`config.mk`:
```
export PLATFORM = sky130hd
export DESIGN_NAME = pipelined_adder_n
export DESIGN_NICKNAME = d
export VERILOG_FILES = /design/src/rtl/adder_pkg.sv /design/src/rtl/adder_slice.sv /design/src/rtl/pipelined_adder_n.sv
export SDC_FILE = /design/constraint.sdc
export NUM_CORES = 1
export LEC_CHECK = 0
export ABC_AREA = 1
export ABC_CLOCK_PERIOD_IN_PS = 3900
export CORE_ASPECT_RATIO = 1.25
export CORE_MARGIN = 10
export CORE_UTILIZATION = 52
export DETAILED_ROUTE_END_ITERATION = 16
export GPL_TIMING_DRIVEN = 0
export PLACE_DENSITY = 0.85
export SLEW_MARGIN = 40
export SYNTH_ARGS = -nofsm -noshare
export SYNTH_HDL_FRONTEND = slang
export SYNTH_SLANG_ARGS = --single-unit
export TNS_END_PERCENT = 30
```
`constraint.sdc`:
```
create_clock -name clock -period 3.9 [get_ports clock]
set_clock_uncertainty 0.1 [all_clocks]
set_input_delay 0.585 -clock clock [delete_from_list [all_inputs] [get_ports clock]]
set_output_delay 0.585 -clock clock [all_outputs]
set_load 0.02 [all_outputs]
```
`src/rtl/adder_pkg.sv`:
```
// Shared definitions for the pipelined add/subtract unit.
//   MODE_ADD / MODE_SUB : encodings of the in_sub mode input
//   slice_width()       : per-stage slice width, WIDTH/STAGES, or 0 when the
//                         combination is illegal (STAGES of 0, larger than WIDTH,
//                         or not dividing WIDTH)
package adder_pkg;

  localparam logic MODE_ADD = 1'b0;
  localparam logic MODE_SUB = 1'b1;

  // A zero result makes every [C-1:0] slice declaration degenerate, so an
  // illegal WIDTH/STAGES pair cannot elaborate into a silently wrong adder.
  function automatic int unsigned slice_width(input int unsigned width,
                                              input int unsigned stages);
    if (stages == 0 || stages > width || (width % stages) != 0) begin
      return 0;
    end
    return width / stages;
  endfunction

endpackage

```
`src/rtl/adder_slice.sv`:
```
// Combinational C-bit adder slice.
//   a, b       : slice operands (b already inverted for subtraction)
//   carry_in   : carry into bit 0 of the slice
//   sum        : C-bit slice sum
//   carry_out  : carry out of the slice MSB
//   msb_carry  : carry into the slice MSB, used for signed overflow
module adder_slice #(
  parameter int unsigned C = 8
) (
  input  logic [C-1:0] a,
  input  logic [C-1:0] b,
  input  logic         carry_in,
  output logic [C-1:0] sum,
  output logic         carry_out,
  output logic         msb_carry
);

  logic [C:0] total;

  assign total     = {1'b0, a} + {1'b0, b} + {{C{1'b0}}, carry_in};
  assign sum       = total[C-1:0];
  assign carry_out = total[C];
  // The MSB sum bit is a ^ b ^ carry-in at that position, so the carry in
  // can be recovered without a second adder.
  assign msb_carry = a[C-1] ^ b[C-1] ^ total[C-1];

endmodule

```
`src/rtl/pipelined_adder_n.sv`:
```
// Fully pipelined WIDTH-bit add/subtract unit with valid/ready handshake.
// The operation is split into STAGES carry-chained slices; stage k adds slice k
// and registers the result together with the operands still to be consumed.
//   clock, reset        : rising-edge clock, asynchronous active-high reset
//   in_valid/in_ready   : input handshake (in_ready = !out_valid || out_ready)
//   in_a, in_b          : operands
//   in_carry            : carry-in (add) / borrow-in (sub)
//   in_sub              : 0 = add, 1 = subtract
//   out_valid/out_ready : output handshake
//   out_sum             : result
//   out_carry           : final carry-out (sub: 1 = no borrow)
//   out_overflow        : signed two's-complement overflow
module pipelined_adder_n
  import adder_pkg::*;
#(
  parameter int unsigned WIDTH  = 32,
  parameter int unsigned STAGES = 2
) (
  input  logic             clock,
  input  logic             reset,
  input  logic             in_valid,
  output logic             in_ready,
  input  logic [WIDTH-1:0] in_a,
  input  logic [WIDTH-1:0] in_b,
  input  logic             in_carry,
  input  logic             in_sub,
  output logic             out_valid,
  input  logic             out_ready,
  output logic [WIDTH-1:0] out_sum,
  output logic             out_carry,
  output logic             out_overflow
);

  localparam int unsigned C = slice_width(WIDTH, STAGES);

  logic              advance;
  logic [WIDTH-1:0]  b_eff;
  logic              carry0;

  // Register index k holds the outputs of stage k; index STAGES-1 is the
  // output register.
  logic [STAGES-1:0] valid_q, valid_d;
  logic [STAGES-1:0] carry_q, carry_d;
  logic [WIDTH-1:0]  a_q   [STAGES];
  logic [WIDTH-1:0]  a_d   [STAGES];
  logic [WIDTH-1:0]  b_q   [STAGES];
  logic [WIDTH-1:0]  b_d   [STAGES];
  logic [WIDTH-1:0]  sum_q [STAGES];
  logic [WIDTH-1:0]  sum_d [STAGES];
  logic              msb_carry [STAGES];
  logic              overflow_q, overflow_d;

  // Whole-pipeline stall: nothing moves unless the output slot can drain.
  assign advance  = !valid_q[STAGES-1] || out_ready;
  assign in_ready = advance;

  assign b_eff  = (in_sub == MODE_ADD) ? in_b : ~in_b;
  assign carry0 = in_carry ^ (in_sub == MODE_SUB);

  for (genvar k = 0; k < STAGES; k++) begin : g_stage
    logic [WIDTH-1:0] a_cur;
    logic [WIDTH-1:0] b_cur;
    logic [WIDTH-1:0] sum_prev;
    logic             c_cur;
    logic             v_cur;
    logic [C-1:0]     s;
    logic             c_out;

    if (k == 0) begin : g_first
      assign a_cur    = in_a;
      assign b_cur    = b_eff;
      assign c_cur    = carry0;
      assign v_cur    = in_valid;
      assign sum_prev = '0;
    end else begin : g_next
      assign a_cur    = a_q[k-1];
      assign b_cur    = b_q[k-1];
      assign c_cur    = carry_q[k-1];
      assign v_cur    = valid_q[k-1];
      assign sum_prev = sum_q[k-1];
    end

    adder_slice #(
      .C(C)
    ) u_slice (
      .a        (a_cur[k*C +: C]),
      .b        (b_cur[k*C +: C]),
      .carry_in (c_cur),
      .sum      (s),
      .carry_out(c_out),
      .msb_carry(msb_carry[k])
    );

    assign valid_d[k] = v_cur;
    assign carry_d[k] = c_out;
    assign a_d[k]     = a_cur;
    assign b_d[k]     = b_cur;
    // Completed slices accumulate in place; bits above slice k stay zero.
    assign sum_d[k]   = sum_prev | (WIDTH'(s) << (k * C));
  end

  assign overflow_d = msb_carry[STAGES-1] ^ carry_d[STAGES-1];

  always_ff @(posedge clock or posedge reset) begin
    if (reset) begin
      valid_q    <= '0;
      carry_q    <= '0;
      overflow_q <= 1'b0;
      for (int k = 0; k < STAGES; k++) begin
        a_q[k]   <= '0;
        b_q[k]   <= '0;
        sum_q[k] <= '0;
      end
    end else if (advance) begin
      valid_q    <= valid_d;
      carry_q    <= carry_d;
      overflow_q <= overflow_d;
      for (int k = 0; k < STAGES; k++) begin
        a_q[k]   <= a_d[k];
        b_q[k]   <= b_d[k];
        sum_q[k] <= sum_d[k];
      end
    end
  end

  assign out_valid    = valid_q[STAGES-1];
  assign out_sum      = sum_q[STAGES-1];
  assign out_carry    = carry_q[STAGES-1];
  assign out_overflow = overflow_q;

endmodule

```
After elaboration in Yosys (flattened, before gate mapping). Cells that the tools add are included.

Register bits: 117. Input bits: 70.

Add/subtract/negate cells: 4. Muxes and demuxes: 1. Bitwise operators: 6. Reductions and logical operators: 2.

Operator list (number): $add A16 B16 Y17 (2); $add A17 B1 Y17 (2); $mux W32 (1); $not A32 Y32 (1); $or A16 B32 Y32 (1); $xor A1 B1 Y1 (4); $logic_not A1 Y1 (1); $logic_or A1 B1 Y1 (1).

Depth between registers and ports, before layout. Gate-level depths: netlist of run 1.

Word-level depth: 4. Gate-level depth with buffers: 14. Depth with buffers taken out: 13.

By module. A second synthesis of run 1 with hierarchy kept.

Cells, all modules: 799. Area total of the unflattened synthesis: 5555.3 µm².

By module, submodules not included: pipelined_adder_n (times used 1, cells each 431, area each 3589.7 µm², sequential area each 2127.0 µm²); adder_slice at g_stage[1].u_slice (times used 1, cells each 184, area each 994.7 µm², sequential area each 0.0 µm²); adder_slice at g_stage[0].u_slice (times used 1, cells each 184, area each 970.9 µm², sequential area each 0.0 µm²).

Worst setup path before layout of run 1. OpenSTA, ideal clock, no wires.

Path kind: input-to-reg. Start point: in in_sub. End point: reg sum_q (netlist bit g_stage[1].sum_prev[12]). Library setup time: 0.117 ns. Arrival: 2.383 ns. Data required time: 3.683 ns. Path slack: 1.300 ns. Stages on the path: 14. Path through: buf_2 -> buf_4 -> xor2_1 -> fa_1 -> inv_1 -> fa_1 -> inv_1 -> nand2_1 -> o21ai_2 -> nand3_1 -> nand3_1 -> nand2_1 -> nand3_1 -> nand2_1.

Longest elaborated chain between the ends: 3.

Ends and longest elaborated chain: start, declared (line pipelined_adder_n.sv:26) `input logic in_sub,`; $mux W32 (line pipelined_adder_n.sv:57) `assign b_eff = (in_sub == MODE_ADD) ? in_b : ~in_b;`; $add A16 B16 Y17 (line adder_slice.sv:20) `assign total = {1'b0, a} + {1'b0, b} + {{C{1'b0}}, carry_in};`; $add A17 B1 Y17 (*) (line adder_slice.sv:20); end signal, assigned by index (line pipelined_adder_n.sv:121) `sum_q[k] <= sum_d[k];`; end, declared (line pipelined_adder_n.sv:48) `logic [WIDTH-1:0] sum_q [STAGES];`.

Mark *: on every way between the ends. The rest lies on a longest branch, timed or not. A chain may end at the register's enable or synchronous reset.

Final worst setup path of run 1.
Start point: in out_ready. End point: out in_ready.

Longest elaborated chain between the ends: 1.

Ends and longest elaborated chain: start, declared (line pipelined_adder_n.sv:28) `input logic out_ready,`; $logic_or A1 B1 Y1 (line pipelined_adder_n.sv:54) `assign advance = !valid_q[STAGES-1] || out_ready;`; end, declared (line pipelined_adder_n.sv:22) `output logic in_ready,`.

Every way passes these cells.

==> metrics.md, run 1 <==
| Metric | Value |
|---|---|
| Status | complete, no violations |
| Register-to-register path setup slack | 1.34 ns |
| DRC Markers | 0 |
| Average routed wire per standard cell | 15.6 um |
| Final #Nets | 929 |
| Unrepaired setup endpoints after global routing | no |
| GPL Wtd Cong | ~0.95 |
| Fin crit period | 3.12 ns |
| Number of synthesized register bits | 85 |
| CP Max Fanout | 10 |
| Leak | 3.48 nW |
| Max Cap Viol | 0 |
| DP Wirelength | between 10000 and 15000 um |
| Vias per inst | 5.20 |
| WP buf/inv | 4 |
| Reg2Reg Depth | 10 |
| Terminus of the critical flop-to-flop path | out_overflow |
| Worst hold start | valid_q[0] |
| Cells after Synth | roughly 700 |
| Total CTS buffers | 9 |
| Fin Hold WS | between 0.3 and 0.4 ns |
| Crit end category | primary output |
| Final setup viols | 0 |
| Syn Nets | 813 |
| Antenna violations before repair | 0 |
| Critical setup path kind | in2out |
| Area fraction of the dominant cell type after synthesis | between 40% and 50% |
| Largest net degree at the start of global routing | 58 |
| GRT overflow | 0 |
| Cts hold-fix bufs | 0 |
| Slew Limit Fails | 0 |
| Crit-path leading delay family | buffers and inverters |
| Starting density of the core | 52.9% |
| CP Data Arrival Time | 2.44 ns |
| DIE AREA | 0.0146 sq mm |
| Worst setup SP type | primary input |
| Root buf cell | clkbuf_16 |
| CTS tree | built |
| Vias in the first global route | 5180 |
| Buffers on Ports | about 100 |
| Mapped Avg Cell Area | between 7 and 8 sq um |
| Chip height | 133 um |
| Hold path cells | 2 |
| Seq/Total Area, Yosys | 40.2% |
| Worst hold path endpoint | valid_q[1] |
| Most numerous cell in the Yosys netlist | nand2_1 |
| Mapped Area | roughly 0.0053 sq mm |
| # rows | 41 |
| Worst slew margin | 61.5% |
| Worst r2r src | g_stage[1].a_cur[16] |
| Final Hold Vio Count | 0 |
| Setup Buffers After CTS | 0 |
| Achievable frequency | 321 MHz |
| Synth cell count leaders | nand2_1, dfrtp_1, inv_1 |
| Crit share post-route | 80.0% |
| Async set-reset flop share out of synthesis | 100% |
| Crit path required time | 3.21 ns |
| First-pass GRT wire length | 24600 um |
| DR pass1 iterations | 5 |
| Die W | 110 um |
| Hold crit path type | reg2reg |
| Post-synth EDFFs | 0 |
| Slowest-stage cell, CP | clkdlybuf4s50_1 |
| Worst-path cell chain | clkdlybuf4s50_1, nor2_2, inv_1, clkbuf_1, clkdlybuf4s50_1 |
| Layout cells sized above 1 | under 10% |
| All-Layer GR Usage | 21.3% |
| Ys flop type | dfrtp_1 |
| Synth warn | 0 |
| CTS max path bufs | 2 |
| CTS sink count | 85 |
| Core Region | about 0.01 sq mm |
| Library cells used by synthesis | 29 |
| DRT Wirelength | 14900 um |
| Ports | 106 |
| PD cells | 545 mW/mm^2 |
| Worst path most repeated cell | clkdlybuf4s50_1 |
| Worst vdd ir | between 200 and 250 uV |
| Final ANT Viol Nets | 0 |
| Worst-path clk slew | 0.07 ns |
| CP max stage delay | 0.72 ns |
| Yosys top cell by area | dfrtp_1 |
| Diodes inserted | 0 |
| Detailed Route Iter0 Violations | roughly 330 |
| Final TNS setup | 0 ns |
| Worst-Skew Late Latency | between 0.3 and 0.4 ns |
| Post-cts repair resize count | 0 |
| Synth top area cells | dfrtp_1, nand2_1, ha_1 |
| Measured slew at the worst slew-check pin | a little under 0.6 ns |
| Vias | ~5.0k |
| Area delta synth->final | 29.1% |
| H-tree Lvls | 3 |
layer usage:
| layer | global-route usage (%) | part of all wire, % | vias to the layer above |
|---|---|---|---|
| li1 | - | - | 2447 |
| met1 | 22.3 | 38 | 2327 |
| met2 | 38.2 | 53 | 155 |
| met3 | 3.98 | 5.1 | 54 |
| met4 | 11.8 | 4.2 | 0 |
| met5 | 0 | 0 | - |
cell usage in the layout, fill, tap and decap left out, drive strengths merged, types with 4 or more instances in the layout:
| cell type | synthesis | layout |
|---|---|---|
| nand2 | 306 | 306 |
| clkdlybuf4s50 | 0 | 104 |
| dfrtp | 85 | 85 |
| inv | 72 | 75 |
| o21ai | 39 | 39 |
| nand3 | 38 | 38 |
| ha | 30 | 30 |
| nor2 | 27 | 27 |
| a21oi | 25 | 25 |
| xnor2 | 23 | 23 |
| xor2 | 19 | 19 |
| buf | 18 | 19 |
| clkbuf | 4 | 13 |
| nand3b | 6 | 6 |
| fa | 4 | 4 |
worst min-delay path: stages, from the launching register on:
cell and delay (ns):
dfrtp_1 0.33, inv_1 0.05, nand2_1 0.05
metrics by stage:
| step | util (%) | area [sq um] | cells | setup slack, ns | total power (W) |
|---|---|---|---|---|---|
| after global placement | 64.9 | 6490 | 942 | -0.168 | 0.00279 |
| after global routing | 68.3 | 6830 | 959 | 0.693 | 0.00397 |
| after floorplan | - | 5290 | 709 | 1.02 | 0.00221 |
| after detailed placement | 65.2 | 6520 | 943 | 0.781 | 0.00285 |
| final | 68.3 | 6830 | 959 | 0.780 | 0.00372 |
| after CTS | 68.3 | 6830 | 959 | 0.776 | 0.00373 |
report_power, final:
group          switching [W]  internal, W  total, W
Combinational       0.000917     0.000660   0.00158
Sequential          0.000142      0.00113   0.00127
Clock               0.000373     0.000505  0.000878
Total                0.00143      0.00229   0.00372
cell families after synthesis:
kind of cell | count (synthesis) | synth area share, %
fa+ha+maj | 34 | 8.61
simple gates | 385 | 29.8
xor+xnor | 42 | 6.96
buf+inv | 94 | 7.24
flops | 85 | 40.2
compound gates | 69 | 7.17
sequential cells by signal, summed over array words and instances (netlist names):
signal	flops
valid_q	2
g_stage.sum_prev	16
out_sum	32
carry_q	2
g_stage.a_cur	16
out_overflow	1
g_stage.b_cur	16
layout make-up:
class                           instances  area [sq um]
Fill cell                             845          3170
Multi-Input combinational cell        530          2780
Sequential cell                        85          2130
Timing Repair Buffer                  105          1070
Inverter                               72           275
Clock buffer                            9           225
Tap cell                              129           161
Buffer                                 22           113
Clock inverter                          7          80.1
how the worst max path moves through the flow:
| stage | startpoint | endpoint | depth (start not counted) | slack (ns) |
|---|---|---|---|---|
| 2_1_floorplan | reset | carry_q[0] | 1 | 1.02 |
| 3_3_place_gp | reset | g_stage[1].a_cur[20] | 2 | -0.17 |
| 3_5_place_dp | out_ready | in_ready | 5 | 0.78 |
| 4_1_cts | out_ready | in_ready | 5 | 0.78 |
| 5_1_grt | out_ready | in_ready | 5 | 0.69 |
| 6_report | out_ready | in_ready | 5 | 0.78 |
Power figures use the tool's default switching activity.
==> run 2, diff against run 1 <==
--- a/config.mk
+++ b/config.mk
@@ -6,7 +6,7 @@
 export NUM_CORES = 1
 export LEC_CHECK = 0
 export ABC_AREA = 1
-export ABC_CLOCK_PERIOD_IN_PS = 3900
+export ABC_CLOCK_PERIOD_IN_PS = 3200
 export CORE_ASPECT_RATIO = 1.25
 export CORE_MARGIN = 10
 export CORE_UTILIZATION = 52
==> constraint.sdc (replaced) <==
create_clock -name clock -period 3.2 [get_ports clock]
set_clock_uncertainty 0.1 [all_clocks]
set_input_delay 0.48 -clock clock [delete_from_list [all_inputs] [get_ports clock]]
set_output_delay 0.48 -clock clock [all_outputs]
set_load 0.02 [all_outputs]
==> results of run 2 <==
Same layout as run 1 (identical final DEF). Status: complete, no violations.
Among the figures that moved: setup slack after placement 0.781 ns -> 0.291 ns; setup slack after layout 0.780 ns -> 0.290 ns; register-to-register setup slack 1.34 ns -> 0.64 ns; total power 0.00372 W -> 0.00454 W; worst IR drop on VDD 226 uV -> 275 uV
==> run 3, diff against run 2 <==
--- a/config.mk
+++ b/config.mk
@@ -9,10 +9,11 @@
 export ABC_CLOCK_PERIOD_IN_PS = 3200
 export CORE_ASPECT_RATIO = 1.25
 export CORE_MARGIN = 10
-export CORE_UTILIZATION = 52
+export CORE_UTILIZATION = 54
+export CTS_BUF_LIST = sky130_fd_sc_hd__clkbuf_4 sky130_fd_sc_hd__clkbuf_8
 export DETAILED_ROUTE_END_ITERATION = 16
 export GPL_TIMING_DRIVEN = 0
-export PLACE_DENSITY = 0.85
+export PLACE_DENSITY = 0.87
 export SLEW_MARGIN = 40
 export SYNTH_ARGS = -nofsm -noshare
 export SYNTH_HDL_FRONTEND = slang
==> run 3 against run 2 <==
Against the previous run:
- first-iteration DRC count decreased by 22%
- non-clock buffer count unchanged
- critical path depth unchanged
- highest routed layer unchanged
- cell count decreased by 0.31%
- worst hold slack got worse by 0.048 ns
- critical endpoint unchanged
==> metrics.md, run 3 (synthesized netlist as in run 1, its figures left out) <==
| Metric | Value |
|---|---|
| Final setup viols | 0 (unchanged) |
| Measured slew at the worst slew-check pin | 0.566 ns (-0.0118 ns) |
| Vias in the first global route | 5312 (+2.5%) |
| Core Region | 0.00961 sq mm (-3.9%) |
| Register-to-register path setup slack | ~0.74 ns |
| Layout cells sized above 1 | 7.95% (unchanged) |
| Fin crit period | 2.88 ns |
| Fin Hold WS | 0.313 ns (-0.0483 ns) |
| Antenna violations before repair | 0 (unchanged) |
| CP Max Fanout | 10 (unchanged) |
| Critical setup path kind | in2out |
| # rows | 40 (-2.4%) |
| DRT Wirelength | 15000 um (+0.33%) |
| Sequential Area | 0.00213 sq mm (unchanged) |
| Area delta synth->final | 27.5% |
| DR pass1 iterations | 5 (unchanged) |
| Starting density of the core | 55.0% (+2.2 points) |
| PD cells | between 600 and 700 mW/mm^2 |
| # placed instances | 940 (-0.32%) |
| Ports | 106 (unchanged) |
| Cts hold-fix bufs | 0 (unchanged) |
| First-pass GRT wire length | 25200 um (+2.4%) |
| Final ANT Viol Nets | 0 (unchanged) |
| CTS tree | built |
| Final Hold Vio Count | 0 (unchanged) |
| Critical Path Start | out_ready |
| Post-cts repair resize count | 0 (unchanged) |
| DP Wirelength | 11800 um (+0.12%) |
| Status | complete, no violations |
| Diodes inserted | 0 (unchanged) |
| Final #Nets | 929 (unchanged) |
| Crit end category | primary output |
| Largest net degree at the start of global routing | 63 (+8.6%) |
| DIE AREA | 0.0142 sq mm (-3.1%) |
| Slew Limit Fails | 0 (unchanged) |
| Finished Cell Area | 0.00674 sq mm (-1.3%) |
| Crit share post-route | 89.9% |
| Most frequent cells in the layout | nand2_1, clkdlybuf4s50_1, dfrtp_1 |
| Crit path required time | 2.62 ns |
| Worst setup SP type | primary input |
| CTS sink count | 85 (unchanged) |
| Average routed wire per standard cell | 15.7 um (+0.65%) |
| CTS max path bufs | 2 (unchanged) |
| H-tree Lvls | 3 (unchanged) |
| CP Data Arrival Time | 2.30 ns |
| Root buf cell | clkbuf_8 |
| Die W | 109 um (-1.5%) |
| DRC Markers | 0 (unchanged) |
| Vias | 4990 (+0.14%) |
| Leading cell type in the layout, fill and taps excluded | nand2_1 |
| All-Layer GR Usage | 22.4% (+1.1 points) |
| GPL Wtd Cong | 0.928 (-2.8%) |
| Terminus of the critical flop-to-flop path | out_overflow |
| Hold crit path type | in2async |
| Worst-path clk slew | 0.10 ns (+0.03 ns) |
| Leak | 3.45 nW (-0.96%) |
| Chip height | 131 um (-1.6%) |
| Multi-input logic area | 0.00278 sq mm (unchanged) |
| Worst slew margin | 62.2% (+0.79 points) |
| Max reg flops | 32 (unchanged) |
| Placed Area | 0.00652 sq mm (about the same) |
| Buffers on Ports | 104 (unchanged) |
| Worst-Skew Late Latency | 0.38 ns (+0.03 ns) |
| Vias per inst | 5.22 (+0.45%) |
| Worst r2r src | g_stage[1].a_cur[16] |
| # fillers | 793 (-6.2%) |
| Setup Buffers After CTS | 0 (unchanged) |
| Total CTS buffers | 9 (unchanged) |
| GRT overflow | 0 (unchanged) |
| Reg2Reg Depth | 10 (unchanged) |
| Fin cells | 956 (-0.31%) |
| Worst vdd ir | 265 uV |
| Unrepaired setup endpoints after global routing | no |
| Detailed Route Iter0 Violations | 252 (-22%) |
| Achievable frequency | 348 MHz |
| Max Cap Viol | 0 (unchanged) |
-- run 3: metrics by stage --
stage | worst slack, ns | utilization [%] | power [W] | TNS (ns)
after floorplan | 0.427 | - | 0.00270 | 0
after global placement | -0.793 | 67.5 | 0.00340 | -66.88
after detailed placement | 0.328 | 67.9 | 0.00347 | 0
after CTS | 0.322 | 70.2 | 0.00434 | 0
after global routing | 0.242 | 70.2 | 0.00463 | 0
final | 0.324 | 70.2 | 0.00433 | 0
-- run 3: power by group --
part | switching (W) | leakage [nW] | internal (W)
clock network | 0.000412 | 0.115 | 0.000456
registers | 0.000182 | 1.02 | 0.00137
logic | 0.00111 | 2.32 | 0.000804
total | 0.00170 | 3.45 | 0.00263
-- run 3: worst max path at each step --
stage                       endpoint  slack [ns]
final                       in_ready        0.32
after global placement    out_sum[0]       -0.79
after CTS                   in_ready        0.32
after floorplan           carry_q[0]        0.43
after global routing        in_ready        0.24
after detailed placement    in_ready        0.33
-- run 3: cell type report --
cell class	instances	share of cell area, %
buffer	22	1.67
clock inverter	6	1.35
clock buffer	10	1.95
multi-input combinational	530	41.2
sequential	85	31.5
inverter	72	4.08
tap	126	2.34
timing repair buffer	105	15.8
-- run 3: worst max-delay path: stages --
cell             delay, ns
clkdlybuf4s50_1       0.51
nor2_2                0.08
inv_1                 0.10
clkbuf_1              0.41
clkdlybuf4s50_1       0.71
-- run 3: routing by layer --
| layer | up-vias | track usage [%] | wire [um] |
|---|---|---|---|
| met5 | - | 0 | 0 |
| met1 | 2333 | 23.4 | 5530 |
| met2 | 165 | 41.7 | 8070 |
| met3 | 46 | 4.16 | 852 |
| li1 | 2446 | - | - |
| met4 | 0 | 11.0 | 542 |
